$ cat config.mk
export PLATFORM = sky130hd
export DESIGN_NAME = multi_channel_water_dispenser_flat
export DESIGN_NICKNAME = d
export VERILOG_FILES = /design/src/rtl/multi_channel_water_dispenser_if.sv /design/src/rtl/multi_channel_water_dispenser.sv /design/src/flat_wrapper.sv
export SDC_FILE = /design/constraint.sdc
export NUM_CORES = 1
export LEC_CHECK = 0
export ABC_AREA = 1
export CAP_MARGIN = 20
export CORE_MARGIN = 5
export CORE_UTILIZATION = 48
export CTS_CLUSTER_SIZE = 30
export DETAILED_ROUTE_END_ITERATION = 12
export GPL_ROUTABILITY_DRIVEN = 0
export GPL_TIMING_DRIVEN = 1
export PLACE_DENSITY = 0.8
export SLEW_MARGIN = 40
export SYNTH_ARGS = -nofsm -noshare
export SYNTH_HDL_FRONTEND = slang
export SYNTH_SLANG_ARGS = --single-unit
$ cat constraint.sdc
create_clock -name clk -period 5.7 [get_ports clk]
set_clock_uncertainty 0.05 [all_clocks]
set_input_delay 1.425 -clock clk [delete_from_list [all_inputs] [get_ports clk]]
set_output_delay 1.425 -clock clk [all_outputs]
set_load 0.05 [all_outputs]
$ cat src/rtl/multi_channel_water_dispenser_if.sv
// multi_channel_water_dispenser_if: user-panel and valve/pump bundle for the multi-channel dispenser
// master drives start/stop/pause/dispense_time/tank_empty; slave (the dispenser) drives
// timer/water_flow/dispense_active/done/reject/active_count/flow_cycles.
interface multi_channel_water_dispenser_if #(
  parameter int NUM_CH  = 4,
  parameter int TIMER_W = 8
);
  localparam int CW = $clog2(NUM_CH + 1);
  logic [NUM_CH-1:0]         start;
  logic [NUM_CH-1:0]         stop;
  logic [NUM_CH-1:0]         pause;
  logic [NUM_CH*TIMER_W-1:0] dispense_time;
  logic                      tank_empty;
  logic [NUM_CH*TIMER_W-1:0] timer;
  logic [NUM_CH-1:0]         water_flow;
  logic [NUM_CH-1:0]         dispense_active;
  logic [NUM_CH-1:0]         done;
  logic [NUM_CH-1:0]         reject;
  logic [CW-1:0]             active_count;
  logic [15:0]               flow_cycles;
  modport master (
    output start, stop, pause, dispense_time, tank_empty,
    input  timer, water_flow, dispense_active, done, reject, active_count, flow_cycles
  );
  modport slave (
    input  start, stop, pause, dispense_time, tank_empty,
    output timer, water_flow, dispense_active, done, reject, active_count, flow_cycles
  );
endinterface

$ cat src/rtl/multi_channel_water_dispenser.sv
// multi_channel_water_dispenser: NUM_CH timed outlets sharing a MAX_ACTIVE pump budget and a tank interlock
// Ports: clk, reset (async, active-high), bus (slave modport: per-channel start/stop/pause/
// dispense_time and tank_empty in; timer/water_flow/dispense_active/done/reject/active_count/flow_cycles out).
// Optional: FLOW_COUNTER_EN compiles the saturating flow_cycles counter; otherwise it is tied to 0.
module multi_channel_water_dispenser #(
  parameter int NUM_CH       = 4,
  parameter int TIMER_W      = 8,
  parameter int DEFAULT_TIME = 10,
  parameter int MAX_ACTIVE   = 2
) (
  input logic clk,
  input logic reset,
  multi_channel_water_dispenser_if.slave bus
);
  localparam int CW = $clog2(NUM_CH + 1);
  localparam logic [TIMER_W-1:0] DEF = TIMER_W'(DEFAULT_TIME);
  typedef enum logic [1:0] {IDLE, RUN, HOLD} state_t;
  state_t             state [NUM_CH];
  state_t             state_n [NUM_CH];
  logic [TIMER_W-1:0] tmr [NUM_CH];
  logic [TIMER_W-1:0] tmr_n [NUM_CH];
  logic [TIMER_W-1:0] ld [NUM_CH];
  logic [NUM_CH-1:0]  done_n, reject_n, flow_n, act_n;
  logic [CW-1:0]      grants, cnt_n;
  always_comb begin
    grants   = '0;
    cnt_n    = '0;
    done_n   = '0;
    reject_n = '0;
    flow_n   = '0;
    act_n    = '0;
    for (int i = 0; i < NUM_CH; i++) begin
      state_n[i] = state[i];
      tmr_n[i]   = tmr[i];
      ld[i]      = |bus.dispense_time[i*TIMER_W +: TIMER_W] ? bus.dispense_time[i*TIMER_W +: TIMER_W] : DEF;
      case (state[i])
        IDLE:
          if (bus.start[i] && !bus.stop[i]) begin
            // budget uses the registered count, so slots freed this edge are visible only next cycle
            if (!bus.tank_empty && (({1'b0, bus.active_count} + {1'b0, grants}) < (CW+1)'(MAX_ACTIVE))) begin
              state_n[i] = RUN;
              tmr_n[i]   = ld[i];
              grants     = grants + 1'b1;
            end else
              reject_n[i] = 1'b1;
          end
        RUN:
          if (bus.stop[i]) begin
            state_n[i] = IDLE;
            tmr_n[i]   = '0;
          end else if (bus.start[i])
            tmr_n[i] = ld[i];
          else if (bus.tank_empty || bus.pause[i])
            state_n[i] = HOLD;
          else if (tmr[i] <= 1) begin
            state_n[i] = IDLE;
            tmr_n[i]   = '0;
            done_n[i]  = 1'b1;
          end else
            tmr_n[i] = tmr[i] - 1'b1;
        HOLD:
          if (bus.stop[i]) begin
            state_n[i] = IDLE;
            tmr_n[i]   = '0;
          end else if (bus.start[i])
            tmr_n[i] = ld[i];
          else if (!bus.pause[i] && !bus.tank_empty)
            state_n[i] = RUN;
        default: begin
          state_n[i] = IDLE;
          tmr_n[i]   = '0;
        end
      endcase
      flow_n[i] = state_n[i] == RUN;
      act_n[i]  = state_n[i] != IDLE;
      cnt_n     = cnt_n + CW'(act_n[i]);
    end
  end
  always_ff @(posedge clk or posedge reset) begin
    if (reset) begin
      for (int i = 0; i < NUM_CH; i++) begin
        state[i] <= IDLE;
        tmr[i]   <= '0;
      end
      bus.water_flow      <= '0;
      bus.dispense_active <= '0;
      bus.done            <= '0;
      bus.reject          <= '0;
      bus.active_count    <= '0;
    end else begin
      for (int i = 0; i < NUM_CH; i++) begin
        state[i] <= state_n[i];
        tmr[i]   <= tmr_n[i];
      end
      bus.water_flow      <= flow_n;
      bus.dispense_active <= act_n;
      bus.done            <= done_n;
      bus.reject          <= reject_n;
      bus.active_count    <= cnt_n;
    end
  end
  for (genvar k = 0; k < NUM_CH; k++) begin : g_timer
    assign bus.timer[k*TIMER_W +: TIMER_W] = tmr[k];
  end
`ifdef FLOW_COUNTER_EN
  always_ff @(posedge clk or posedge reset) begin
    if (reset)
      bus.flow_cycles <= '0;
    else if (|bus.water_flow && bus.flow_cycles != 16'hFFFF)
      bus.flow_cycles <= bus.flow_cycles + 16'd1;
  end
`else
  assign bus.flow_cycles = '0;
`endif
endmodule
$ cat src/flat_wrapper.sv
// flat-port wrapper written by rule: the top's interface ports become plain ports
module multi_channel_water_dispenser_flat 
#(
  parameter int NUM_CH       = 4,
  parameter int TIMER_W      = 8,
  parameter int DEFAULT_TIME = 10,
  parameter int MAX_ACTIVE   = 2
)
  (clk, reset, bus_start, bus_stop, bus_pause, bus_dispense_time, bus_tank_empty, bus_timer, bus_water_flow, bus_dispense_active, bus_done, bus_reject, bus_active_count, bus_flow_cycles);
  multi_channel_water_dispenser_if #(.NUM_CH(NUM_CH), .TIMER_W(TIMER_W)) bus_i ();
  input logic clk;
  input logic reset;
  input wire logic [$bits(bus_i.start)-1:0] bus_start;
  input wire logic [$bits(bus_i.stop)-1:0] bus_stop;
  input wire logic [$bits(bus_i.pause)-1:0] bus_pause;
  input wire logic [$bits(bus_i.dispense_time)-1:0] bus_dispense_time;
  input wire logic [$bits(bus_i.tank_empty)-1:0] bus_tank_empty;
  output wire logic [$bits(bus_i.timer)-1:0] bus_timer;
  output wire logic [$bits(bus_i.water_flow)-1:0] bus_water_flow;
  output wire logic [$bits(bus_i.dispense_active)-1:0] bus_dispense_active;
  output wire logic [$bits(bus_i.done)-1:0] bus_done;
  output wire logic [$bits(bus_i.reject)-1:0] bus_reject;
  output wire logic [$bits(bus_i.active_count)-1:0] bus_active_count;
  output wire logic [$bits(bus_i.flow_cycles)-1:0] bus_flow_cycles;
  assign bus_i.start = bus_start;
  assign bus_i.stop = bus_stop;
  assign bus_i.pause = bus_pause;
  assign bus_i.dispense_time = bus_dispense_time;
  assign bus_i.tank_empty = bus_tank_empty;
  assign bus_timer = bus_i.timer;
  assign bus_water_flow = bus_i.water_flow;
  assign bus_dispense_active = bus_i.dispense_active;
  assign bus_done = bus_i.done;
  assign bus_reject = bus_i.reject;
  assign bus_active_count = bus_i.active_count;
  assign bus_flow_cycles = bus_i.flow_cycles;
  multi_channel_water_dispenser #(.NUM_CH(NUM_CH), .TIMER_W(TIMER_W), .DEFAULT_TIME(DEFAULT_TIME), .MAX_ACTIVE(MAX_ACTIVE)) u_core (.clk(clk), .reset(reset), .bus(bus_i));
endmodule
==> reports/summary.log, run 1 <==
[critical_path] worst r2r path cells 27
[logic_synthesis] gate count after technology mapping 535
[pwr] Gate power share 0.586
[critical_path] type of destination of the critical path flop
[clock_tree] cts hold-fix bufs 0
[critical_path] critical path class in2reg
[logic_synthesis] share of synthesized registers carrying an async set or reset 1.00
[final_layout] post-layout utilization of the core 0.710
[pwr] sequential share of power 0.257
[sta] highest achievable clock rate 174 MHz
[final_layout] commonest cells after routing, fill and taps aside clkdlybuf4s50_1, nand2_1, inv_1
[logic_synthesis] sequential share of the synthesized area 0.365
[logic_synthesis] Post-Synthesis Cell Area 4040 um2
[floorplanning] initial cell density of the core 0.492
[floorplanning] Placeable Area 8220 um2
[route] vias per inst 5.18
[pwr] power density relative to cell area 474 nW/um2
[clock_tree] maximum buffer depth of the clock tree 2
[run] number of maximum-capacitance violations 0
[floorplanning] count of standard-cell rows 33
[route] post-detailed-routing wire length 11200 um
[sta] Final Hold Vio Count 0
[floorplanning] Die Outline Area 10400 um2
[global_route] global-route wire length before repair 17700 um
[route] post-detailed-route wirelength per cell 14.0 um
[clock_tree] Num CTS Buffers 9
[clock_tree] htree depth 3
[sta] Tightest Pin Transition 0.628 ns
[worst_hold_path] class of the tightest hold or removal check reg2reg
[global_route] pin count of the biggest net entering global routing 60
[placement] DPL Wire Length 7940 um
[worst_hold_path] number of stages on the worst hold path 2
[floorplanning] y dimension of the die 102 um
[sta] final-report setup violation count 8
[global_route] global-route total usage across every layer 0.213
[final_layout] most frequent standard cell in the layout excluding fill and tap cells clkdlybuf4s50_1
[critical_path] worst reg2reg setup slack 0.41 ns
[pwr] leakage power 0.00284 uW
[placement] number of instances in the placed design 751
[sta] post-layout min period 5.76 ns
[critical_path] startpoint kind of the worst setup timing path input pin
[sta] final sum of negative setup slack -0.187 ns
[sta] RSZ-0062 raised after global routing true
[route] 1st-iter DRT viols 164
[final_layout] number of nets in the final layout 756
[clock_tree] clk slew on worst S/H paths 0.06 ns
[clock_tree] CTS tree yes
[logic_synthesis] number of flip-flops and latches in the synthesized netlist 59
[pwr] switching power of the nets 1340 uW
[pwr] cell internal power dissipation 1430 uW
[final_layout] final std cells w/o fill 801
[pwr] maximum VDD drop 0.000360 V
[route] detailed-router iteration count before antenna repair 5
[sta] final count of pins violating max slew 0
[clock_tree] Sink Count 59
[global_route] via count of the first global-routing pass 4049
[global_route] number of antenna violations at the first check in global routing 0
[pwr] Sw Ratio 0.484
[status] run status complete, but fails checks
[final_layout] count of antenna diodes in the layout 0
[logic_synthesis] number of enable-type register cells in the synthesized netlist 0
[critical_path] critical register-to-register path endpoint u_core.bus.active_count[0]$_DFF_PP0_
[final_layout] fraction of final layout cells with drive strength greater than 1 0.191
[global_route] grt ovf 0
[sta] Max-Slew Margin vs Limit 0.580
[status] failing checks negative setup slack
[clock_tree] clock latency on the worst-skew pair 0.34 ns
[floorplanning] ports placed on the boundary 114
[route] antenna violation net count after detailed routing 0
[route] drc violations 0
[critical_path] Data arrival, critical path 5.92 ns
[logic_synthesis] dominant register cell in the synthesized netlist dfrtp_1
[logic_synthesis] count of synthesis-stage warnings from yosys 0
[route] Via Count 4151
[critical_path] data required time at the worst endpoint 5.86 ns
[clock_tree] library cell used as clock root buffer clkbuf_8
[logic_synthesis] number of distinct standard cells referenced by the synthesized netlist 50
[critical_path] startpoint of the lowest-slack register-to-register path u_core.bus.active_count[1]$_DFF_PP0_
[pwr] Clk pwr share 0.158
[critical_path] biggest fanout along the worst timing path 3
[worst_hold_path] HP Start u_core.bus.timer[25]$_DFFE_PP0P_
[sta] share of the cycle needed by the critical path after routing 1.01
[floorplanning] horizontal extent of the die 102 um
[sta] worst setup slack after layout -0.0587 ns
[logic_synthesis] Synth Area per Inst 7.56 um2
[placement] count of port buffers added during placement 97
[final_layout] area growth from synthesis to layout 44.2%
[worst_hold_path] endpoint of the worst hold path u_core.bus.timer[25]$_DFFE_PP0P_
[placement] worst-case setup slack after placement -0.743 ns
==> metrics by stage <==
stage	power, uW	cell area, um2	hold slack (ns)
2_1_floorplan	1740	4140	0.488
3_3_place_gp	2180	5230	0.479
3_5_place_dp	2210	5230	0.487
4_1_cts	2710	5650	0.505
5_1_grt	2930	5830	0.534
6_report	2760	5830	0.498
==> final cells by class <==
type                    count  area (um2)
fillers                   627        2390
multi-input cells         385        2280
flip-flops and latches     59        1480
repair buffers            150        1380
inverters                  86         330
clock buffers              11         151
well taps                 105         131
clock inverters             5        75.1
==> per-layer routing <==
layer | up-vias | track usage | wire, um
li1 | 2024 | - | -
met1 | 1964 | 0.257 | 4470
met2 | 143 | 0.363 | 5810
met3 | 20 | 0.0592 | 745
met4 | 0 | 0.0767 | 180
met5 | - | 0 | 0
==> worst max path at each step <==
stage                                            to      startpoint  cells after the start  slack, ns
3_5_place_dp   u_core.bus.active_count[1]$_DFF_PP0_    bus_start[0]                     28      -0.74
6_report       u_core.bus.active_count[0]$_DFF_PP0_  bus_tank_empty                     28      -0.06
4_1_cts        u_core.bus.active_count[0]$_DFF_PP0_  bus_tank_empty                     27      -0.04
3_3_place_gp   u_core.bus.active_count[1]$_DFF_PP0_    bus_start[0]                     28      -0.52
5_1_grt        u_core.bus.active_count[0]$_DFF_PP0_  bus_tank_empty                     28      -0.21
2_1_floorplan  u_core.bus.active_count[1]$_DFF_PP0_  bus_tank_empty                     30      -0.11
==> power groups by stage <==
stage | sequential (uW) | clock, uW | combinational (uW)
finish | 709 | 436 | 1620
global route | 734 | 465 | 1730
CTS | 708 | 443 | 1560
detailed placement | 712 | 0 | 1500
global placement | 710 | 0 | 1470
floorplan | 1140 | 0 | 604
==> cells in the mapped netlist (5+ instances only) <==
master / count / area, um2
a21oi_1: 13 / 65.1
or2_2: 6 / 37.5
buf_4: 16 / 120
nor3_1: 14 / 70.1
nor2_1: 67 / 251
nand4_1: 6 / 37.5
nor4_1: 6 / 37.5
xnor2_1: 7 / 61.3
inv_1: 81 / 304
nand2_1: 96 / 360
mux2_2: 6 / 67.6
ha_1: 16 / 200
nand2_2: 5 / 31.3
o22ai_1: 12 / 75.1
dfrtp_1: 59 / 1480
o21ai_0: 43 / 215
xor2_1: 11 / 96.3
nand3_1: 16 / 80.1
==> cells by family after synthesis <==
logic type / after synthesis / synth area share
flip-flops: 59 / 0.365
multiplexers: 6 / 0.0167
AO/OA/AOI/OAI: 90 / 0.132
AND/OR/NAND/NOR: 237 / 0.270
XOR/XNOR: 18 / 0.0390
other: 1 / 0.000928
buffers and inverters: 106 / 0.117
adder cells (fa/ha/maj): 18 / 0.0594
==> worst max-delay path, cell delays in order <==
cell,delay [ns]
buf_6,0.10
inv_4,0.05
nand2_4,0.05
nor2_4,0.11
nand2_2,0.08
nor2_2,0.14
ha_2,0.23
nor2_4,0.04
nor4_4,0.28
ha_2,0.34
inv_2,0.06
nand2_2,0.05
and2_4,0.14
inv_2,0.06
nor2_4,0.04
ha_4,0.21
a211o_1,0.31
nor2_4,0.17
buf_6,0.11
nand4_1,0.10
nand2_2,0.11
fa_2,0.44
a2111o_1,0.31
nor2_2,0.15
nand2_2,0.08
o21ai_2,0.12
or2_1,0.15
fa_2,0.43
==> sequential cells by signal (all words and copies together), names as in the netlist <==
| name | flops |
|---|---|
| u_core.bus.reject | 4 |
| u_core.bus.timer | 32 |
| u_core.state | 8 |
| u_core.bus.dispense_active | 4 |
| u_core.bus.done | 4 |
| u_core.bus.water_flow | 4 |
| u_core.bus.active_count | 3 |
==> what timing repair did <==
item,4_1_cts,5_1_grt
pin swaps,20,23
cloned,0,0
endpoints found under the hold margin,0,0
setup buffers,24,10
endpoints found under the setup margin,11,12
gates resized for setup,20,26
Note: power is estimated with default switching activity, not from simulation.
==> run 2: changes to the inputs <==
Settings changed: SETUP_SLACK_MARGIN set to 0.3.
Clock period 5.7 ns to 6.3 ns, I/O delays scaled along.
==> run 2 against run 1 <==
Compared with the run above:
- total power down 15%
- non-clock buffer count down 30
- global-route usage down 1.4 points
- worst setup slack better by 0.48 ns
- the run now ends clean
- register-to-register slack better by 0.73 ns
- largest power group unchanged
- routed wire length down 9.6%
==> reports/summary.log, run 2 (same netlist as run 1, synthesis figures left out) <==
[global_route] highest-utilization routing layer at the global route stage met2
[worst_hold_path] HP Start u_core.bus.timer[30]$_DFFE_PP0P_
[pwr] power density relative to cell area 429 nW/um2 [-9.5%]
[route] 1st-iter DRT viols 103 [-37%]
[placement] instance area after placement 5210 um2 [-0.38%]
[final_layout] flip-flop count of the largest register after layout 32 [unchanged]
[floorplanning] horizontal extent of the die 102 um [unchanged]
[critical_path] data required time at the worst endpoint 6.46 ns [+0.60 ns]
[worst_hold_path] class of the tightest hold or removal check reg2reg
[route] post-detailed-route wirelength per cell 13.1 um [-6.0%]
[critical_path] slowest cell delay on critical path 0.43 ns [about the same]
[floorplanning] initial cell density of the core 0.492 [unchanged]
[final_layout] commonest cells after routing, fill and taps aside clkdlybuf4s50_1, nand2_1, inv_1
[status] run status finished, final reports clean
[global_route] via count of the first global-routing pass 3778 [-6.7%]
[placement] DPL Wire Length 7940 um [about the same]
[clock_tree] Sink Count 59 [unchanged]
[critical_path] Critical Path Slowest Stage Cell a2111o_1
[sta] highest achievable clock rate 170 MHz
[route] detailed-router iteration count before antenna repair 4 [-1]
[route] post-detailed-routing wire length 10100 um [-9.6%]
[clock_tree] clock latency on the worst-skew pair 0.33 ns [about the same]
[critical_path] startpoint of the lowest-slack register-to-register path u_core.bus.active_count[1]$_DFF_PP0_
[global_route] global-route met3 utilization 0.0448 [-0.0145]
[clock_tree] cts hold-fix bufs 0 [unchanged]
[sta] Final Hold Vio Count 0 [unchanged]
[floorplanning] Placeable Area 8220 um2 [unchanged]
[global_route] number of antenna violations at the first check in global routing 0 [unchanged]
[route] Via Count 3927 [-5.4%]
[clock_tree] clk slew on worst S/H paths 0.07 ns [about the same]
[clock_tree] htree depth 3 [unchanged]
[global_route] Global Route met2 Usage 0.347 [-0.0166]
[route] vias per inst 5.09 [-1.7%]
[final_layout] count of antenna diodes in the layout 0 [unchanged]
[placement] worst-case setup slack after placement -0.293 ns [+0.449 ns]
[critical_path] Data arrival, critical path 6.04 ns [+0.12 ns]
[placement] count of port buffers added during placement 97 [unchanged]
[clock_tree] library cell used as clock root buffer clkbuf_8
[global_route] grt ovf 0 [unchanged]
[clock_tree] maximum buffer depth of the clock tree 2 [unchanged]
[sta] final count of pins violating max slew 0 [unchanged]
[final_layout] area growth from synthesis to layout 36.1%
[route] drc violations 0 [unchanged]
[final_layout] most frequent standard cell in the layout excluding fill and tap cells clkdlybuf4s50_1
[clock_tree] CTS tree yes
[sta] post-layout min period 5.88 ns
[sta] worst setup slack after layout 0.419 ns [+0.478 ns]
[clock_tree] Num CTS Buffers 9 [unchanged]
[critical_path] type of destination of the critical path flop
[run] number of maximum-capacitance violations 0 [unchanged]
[critical_path] biggest fanout along the worst timing path 5 [+2]
[sta] share of the cycle needed by the critical path after routing 0.933
[floorplanning] ports placed on the boundary 114 [unchanged]
[critical_path] startpoint kind of the worst setup timing path input pin
[sta] Tightest Pin Transition 0.624 ns [-0.00419 ns]
[sta] RSZ-0062 raised after global routing true
[floorplanning] Die Outline Area 10400 um2 [unchanged]
[floorplanning] count of standard-cell rows 33 [unchanged]
[critical_path] critical path launch point bus_stop[0]
[pwr] Power, Total 2360 uW [-15%]
[pwr] leakage power 0.00268 uW [-5.7%]
[route] antenna violation net count after detailed routing 0 [unchanged]
[sta] Max-Slew Margin vs Limit 0.582 [+0.00176]
[final_layout] number of nets in the final layout 726 [-4.0%]
[final_layout] fraction of final layout cells with drive strength greater than 1 0.144 [-0.0469]
[floorplanning] y dimension of the die 102 um [unchanged]
[global_route] fraction of met1 tracks used by global routing 0.249 [-0.00822]
[global_route] pin count of the biggest net entering global routing 60 [unchanged]
[global_route] global-route total usage across every layer 0.199 [-0.0135]
[final_layout] post-layout instance area 5500 um2 [-5.6%]
[critical_path] critical path class in2reg
[global_route] global-route wire length before repair 16600 um [-6.4%]
[sta] final-report setup violation count 0 [-8]
[pwr] maximum VDD drop 0.000273 V [-24%]
## run 2: cell types whose count changed in the layout (fill, tap and decap cells not counted), sizes merged
cell      before  now
buf           56   25
clkinvlp       0    1
clkbuf        11   12
bufinv         2    1
## run 2: power breakdown
part	switching, uW	total [uW]	internal [uW]
registers	140	642	502
clock network	152	343	191
logic	884	1380	493
## run 2: layout make-up
class	instances	area, um2
Fill cell	686	2710
Multi-Input combinational cell	385	2230
Sequential cell	59	1480
Timing Repair Buffer	120	1150
Inverter	86	325
Clock buffer	11	141
Tap cell	105	131
Clock inverter	5	52.6
## run 2: path summary, 6_finish.rpt
kind	endpoint	slack, ns	depth (start not counted)
setup / recovery	u_core.bus.active_count[0]$_DFF_PP0_	0.42	27
min in group asynchronous	u_core.bus.timer[0]$_DFFE_PP0P_	1.62	3
max in group asynchronous	u_core.state[2]$_DFF_PP0_	4.20	3
setup reg to reg	u_core.bus.active_count[0]$_DFF_PP0_	1.14	26
hold reg to reg	u_core.bus.timer[30]$_DFFE_PP0P_	0.50	2
hold / removal	u_core.bus.timer[30]$_DFFE_PP0P_	0.50	2
## run 2: critical path, delay by kind of cell
kind	cells	cell delay, ns
AND/OR/NAND/NOR	13	1.45
AO/OA/AOI/OAI	4	1.03
adder cells (fa/ha/maj)	5	1.65
buffers and inverters	5	0.31
## run 2: metal layers
metal	up-vias	wire, um
li1	1977	-
met1	1828	4240
met2	109	5130
met3	13	621
met4	0	135
met5	-	0
## run 2: what timing repair did
| item | in CTS | in global routing |
|---|---|---|
| setup buffers | 0 | 5 |
| endpoints found under the setup margin | 3 | 10 |
| gates resized for setup | 4 | 29 |
| pin swaps | 4 | 22 |
| gates cloned | 0 | 0 |
## run 2: through the flow
stage,hold WS [ns],setup TNS [ns],instances,util
2_1_floorplan,0.488,0,550,-
3_3_place_gp,0.480,-0.291,750,0.633
3_5_place_dp,0.481,-0.755,750,0.634
4_1_cts,0.500,0,766,0.657
5_1_grt,0.541,0,771,0.670
6_report,0.501,0,771,0.670
==> run 3: changes to the inputs <==
Settings changed: CORE_ASPECT_RATIO set to 0.8.
==> run 3 against run 2 <==
Compared with the run above:
- flip-flop and latch count stayed put
- cell area is 4.2% higher
- cell count is 3.9% higher
- routed wire length is 12% higher
- register-to-register slack better by 0.05 ns
- via count is 4.8% higher
- worst hold slack worse by 0.014 ns
- utilization is 1.8 points higher
- sequential power is 0.6% lower
- non-clock buffer count is 23 higher
- clock power is 24% higher
==> reports/summary.log, run 3 (same netlist as run 1, synthesis figures left out) <==
[clock_tree] Num CTS Buffers 9 [unchanged]
[clock_tree] htree depth 3 [unchanged]
[critical_path] critical path class in2reg
[critical_path] Data arrival, critical path 6.09 ns [+0.05 ns]
[floorplanning] ports placed on the boundary 114 [unchanged]
[sta] post-layout min period 5.85 ns [-0.0282 ns]
[final_layout] fill count 665 [-3.1%]
[critical_path] type of destination of the critical path flop
[route] 1st-iter DRT viols 246 [+140%]
[sta] Final Hold Vio Count 0 [unchanged]
[sta] Tightest Pin Transition 0.637 ns [+0.0130 ns]
[clock_tree] clk slew on worst S/H paths 0.07 ns [about the same]
[final_layout] final std cells w/o fill 801 [+3.9%]
[route] post-detailed-route wirelength per cell 14.2 um [+7.9%]
[global_route] global-route total usage across every layer 0.218 [+0.0188]
[clock_tree] maximum buffer depth of the clock tree 2 [unchanged]
[pwr] maximum VDD drop 0.000274 V [+0.19%]
[final_layout] number of nets in the final layout 749 [+3.2%]
[floorplanning] horizontal extent of the die 113 um [+11%]
[floorplanning] Placeable Area 8330 um2 [+1.4%]
[route] antenna violation net count after detailed routing 0 [unchanged]
[sta] share of the cycle needed by the critical path after routing 0.929 [-0.00448]
[placement] instance area after placement 5220 um2 [+0.17%]
[critical_path] startpoint kind of the worst setup timing path input pin
[placement] count of port buffers added during placement 97 [unchanged]
[status] run status finished, final reports clean
[critical_path] biggest fanout along the worst timing path 3 [-2]
[route] Via Count 4116 [+4.8%]
[clock_tree] Sink Count 59 [unchanged]
[floorplanning] count of standard-cell rows 30 [-9.1%]
[sta] final sum of negative setup slack 0 ns [unchanged]
[critical_path] startpoint of the lowest-slack register-to-register path u_core.bus.active_count[1]$_DFF_PP0_
[sta] final count of pins violating max slew 0 [unchanged]
[clock_tree] CTS tree yes
[sta] Max-Slew Margin vs Limit 0.575 [-0.00641]
[critical_path] Critical Path Slowest Stage Cell fa_2
[clock_tree] library cell used as clock root buffer clkbuf_8
[route] drc violations 0 [unchanged]
[worst_hold_path] HP Start u_core.bus.timer[25]$_DFFE_PP0P_
[critical_path] critical register-to-register path endpoint u_core.bus.active_count[0]$_DFF_PP0_
[global_route] number of antenna violations at the first check in global routing 0 [unchanged]
[global_route] global-route wire length before repair 18600 um [+12%]
[final_layout] post-layout instance area 5740 um2 [+4.2%]
[critical_path] worst setup path endpoint u_core.bus.active_count[1]$_DFF_PP0_
[sta] final-report setup violation count 0 [unchanged]
[critical_path] data required time at the worst endpoint 6.54 ns [+0.08 ns]
[final_layout] fraction of final layout cells with drive strength greater than 1 0.179 [+0.0344]
[sta] Worst Hold Margin 0.487 ns [-0.0140 ns]
[pwr] leakage power 0.00280 uW [+4.5%]
[critical_path] slowest cell delay on critical path 0.36 ns [-0.07 ns]
[route] detailed-router iteration count before antenna repair 5 [+1]
[route] vias per inst 5.14 [+0.89%]
[floorplanning] Die Outline Area 10400 um2 [+0.12%]
[critical_path] worst r2r path cells 27 [+3.8%]
[route] post-detailed-routing wire length 11400 um [+12%]
[pwr] Power, Total 2470 uW [+4.8%]
[floorplanning] y dimension of the die 92.1 um [-9.5%]
[final_layout] commonest cells after routing, fill and taps aside clkdlybuf4s50_1, nand2_1, inv_1
[pwr] power density relative to cell area 431 nW/um2 [+0.53%]
[worst_hold_path] class of the tightest hold or removal check reg2reg
[placement] number of instances in the placed design 757 [+0.93%]
[global_route] pin count of the biggest net entering global routing 60 [unchanged]
[clock_tree] clock latency on the worst-skew pair 0.34 ns [about the same]
[placement] DPL Wire Length 8190 um [+3.1%]
[floorplanning] initial cell density of the core 0.485 [-0.00687]
[global_route] grt ovf 0 [unchanged]
[global_route] via count of the first global-routing pass 4058 [+7.4%]
[sta] highest achievable clock rate 171 MHz [+0.48%]
[sta] RSZ-0062 raised after global routing false
[critical_path] critical path launch point bus_stop[0]
[final_layout] flip-flop count of the largest register after layout 32 [unchanged]
[critical_path] worst reg2reg setup slack 1.19 ns [+0.05 ns]
[final_layout] area growth from synthesis to layout 41.9%
[final_layout] most frequent standard cell in the layout excluding fill and tap cells clkdlybuf4s50_1
[final_layout] count of antenna diodes in the layout 0 [unchanged]
[clock_tree] cts hold-fix bufs 0 [unchanged]
[critical_path] Most common cell on crit path buf_4
[run] number of maximum-capacitance violations 0 [unchanged]
run 3: changes by cell type in the layout (fill, tap and decap cells not counted), sizes merged:
cell / change
buf: +22
bufinv: +2
clkbuf: +1
clkinv: -1
clkinvlp: -1
run 3: layout make-up:
cell class | instances | area [um2] | share of cell area
flip-flops and latches | 59 | 1480 | 0.257
clock buffers | 11 | 141 | 0.0247
multi-input cells | 385 | 2240 | 0.391
repair buffers | 143 | 1310 | 0.229
clock inverters | 5 | 100 | 0.0175
well taps | 112 | 140 | 0.0244
inverters | 86 | 323 | 0.0563
run 3: critical path, delay by kind of cell:
family | cells | cell delay (ns)
buf+inv | 25 | 2.92
simple gates | 3 | 0.50
compound gates | 1 | 0.16
fa+ha+maj | 3 | 0.94
run 3: how the worst min path moves through the flow:
stage | cells after the start | slack, ns | endpoint
after global placement | 2 | 0.48 | u_core.bus.timer[25]$_DFFE_PP0P_
final | 2 | 0.49 | u_core.bus.timer[25]$_DFFE_PP0P_
after global routing | 2 | 0.52 | u_core.bus.timer[25]$_DFFE_PP0P_
after detailed placement | 2 | 0.47 | u_core.bus.timer[25]$_DFFE_PP0P_
after CTS | 2 | 0.49 | u_core.bus.timer[25]$_DFFE_PP0P_
after floorplan | 3 | 0.49 | u_core.state[7]$_DFF_PP0_
run 3: through the flow:
step / setup WS, ns / util
after detailed placement: -0.264 / 0.626
after CTS: 0.303 / 0.677
after floorplan: 0.307 / -
final: 0.448 / 0.688
after global placement: -0.107 / 0.626
after global routing: 0.229 / 0.688
run 3: power by group:
group	total, uW	switching (uW)	internal [uW]
registers	638	137	502
clock network	424	152	272
logic	1410	906	506
total	2470	1190	1280
run 3: metal layers:
| layer | GRT usage | up-vias | wire (um) |
|---|---|---|---|
| li1 | - | 2012 | - |
| met1 | 0.263 | 1920 | 4760 |
| met2 | 0.373 | 153 | 5640 |
| met3 | 0.0561 | 31 | 691 |
| met4 | 0.0841 | 0 | 270 |
| met5 | 0 | - | 0 |
run 3: timing repair:
item                                    in CTS  in global routing
pin swaps                                   18                 20
endpoints found under the setup margin       3                 11
resized for setup                            7                 26
gates cloned                                 0                  0
buffers inserted                            24                  4
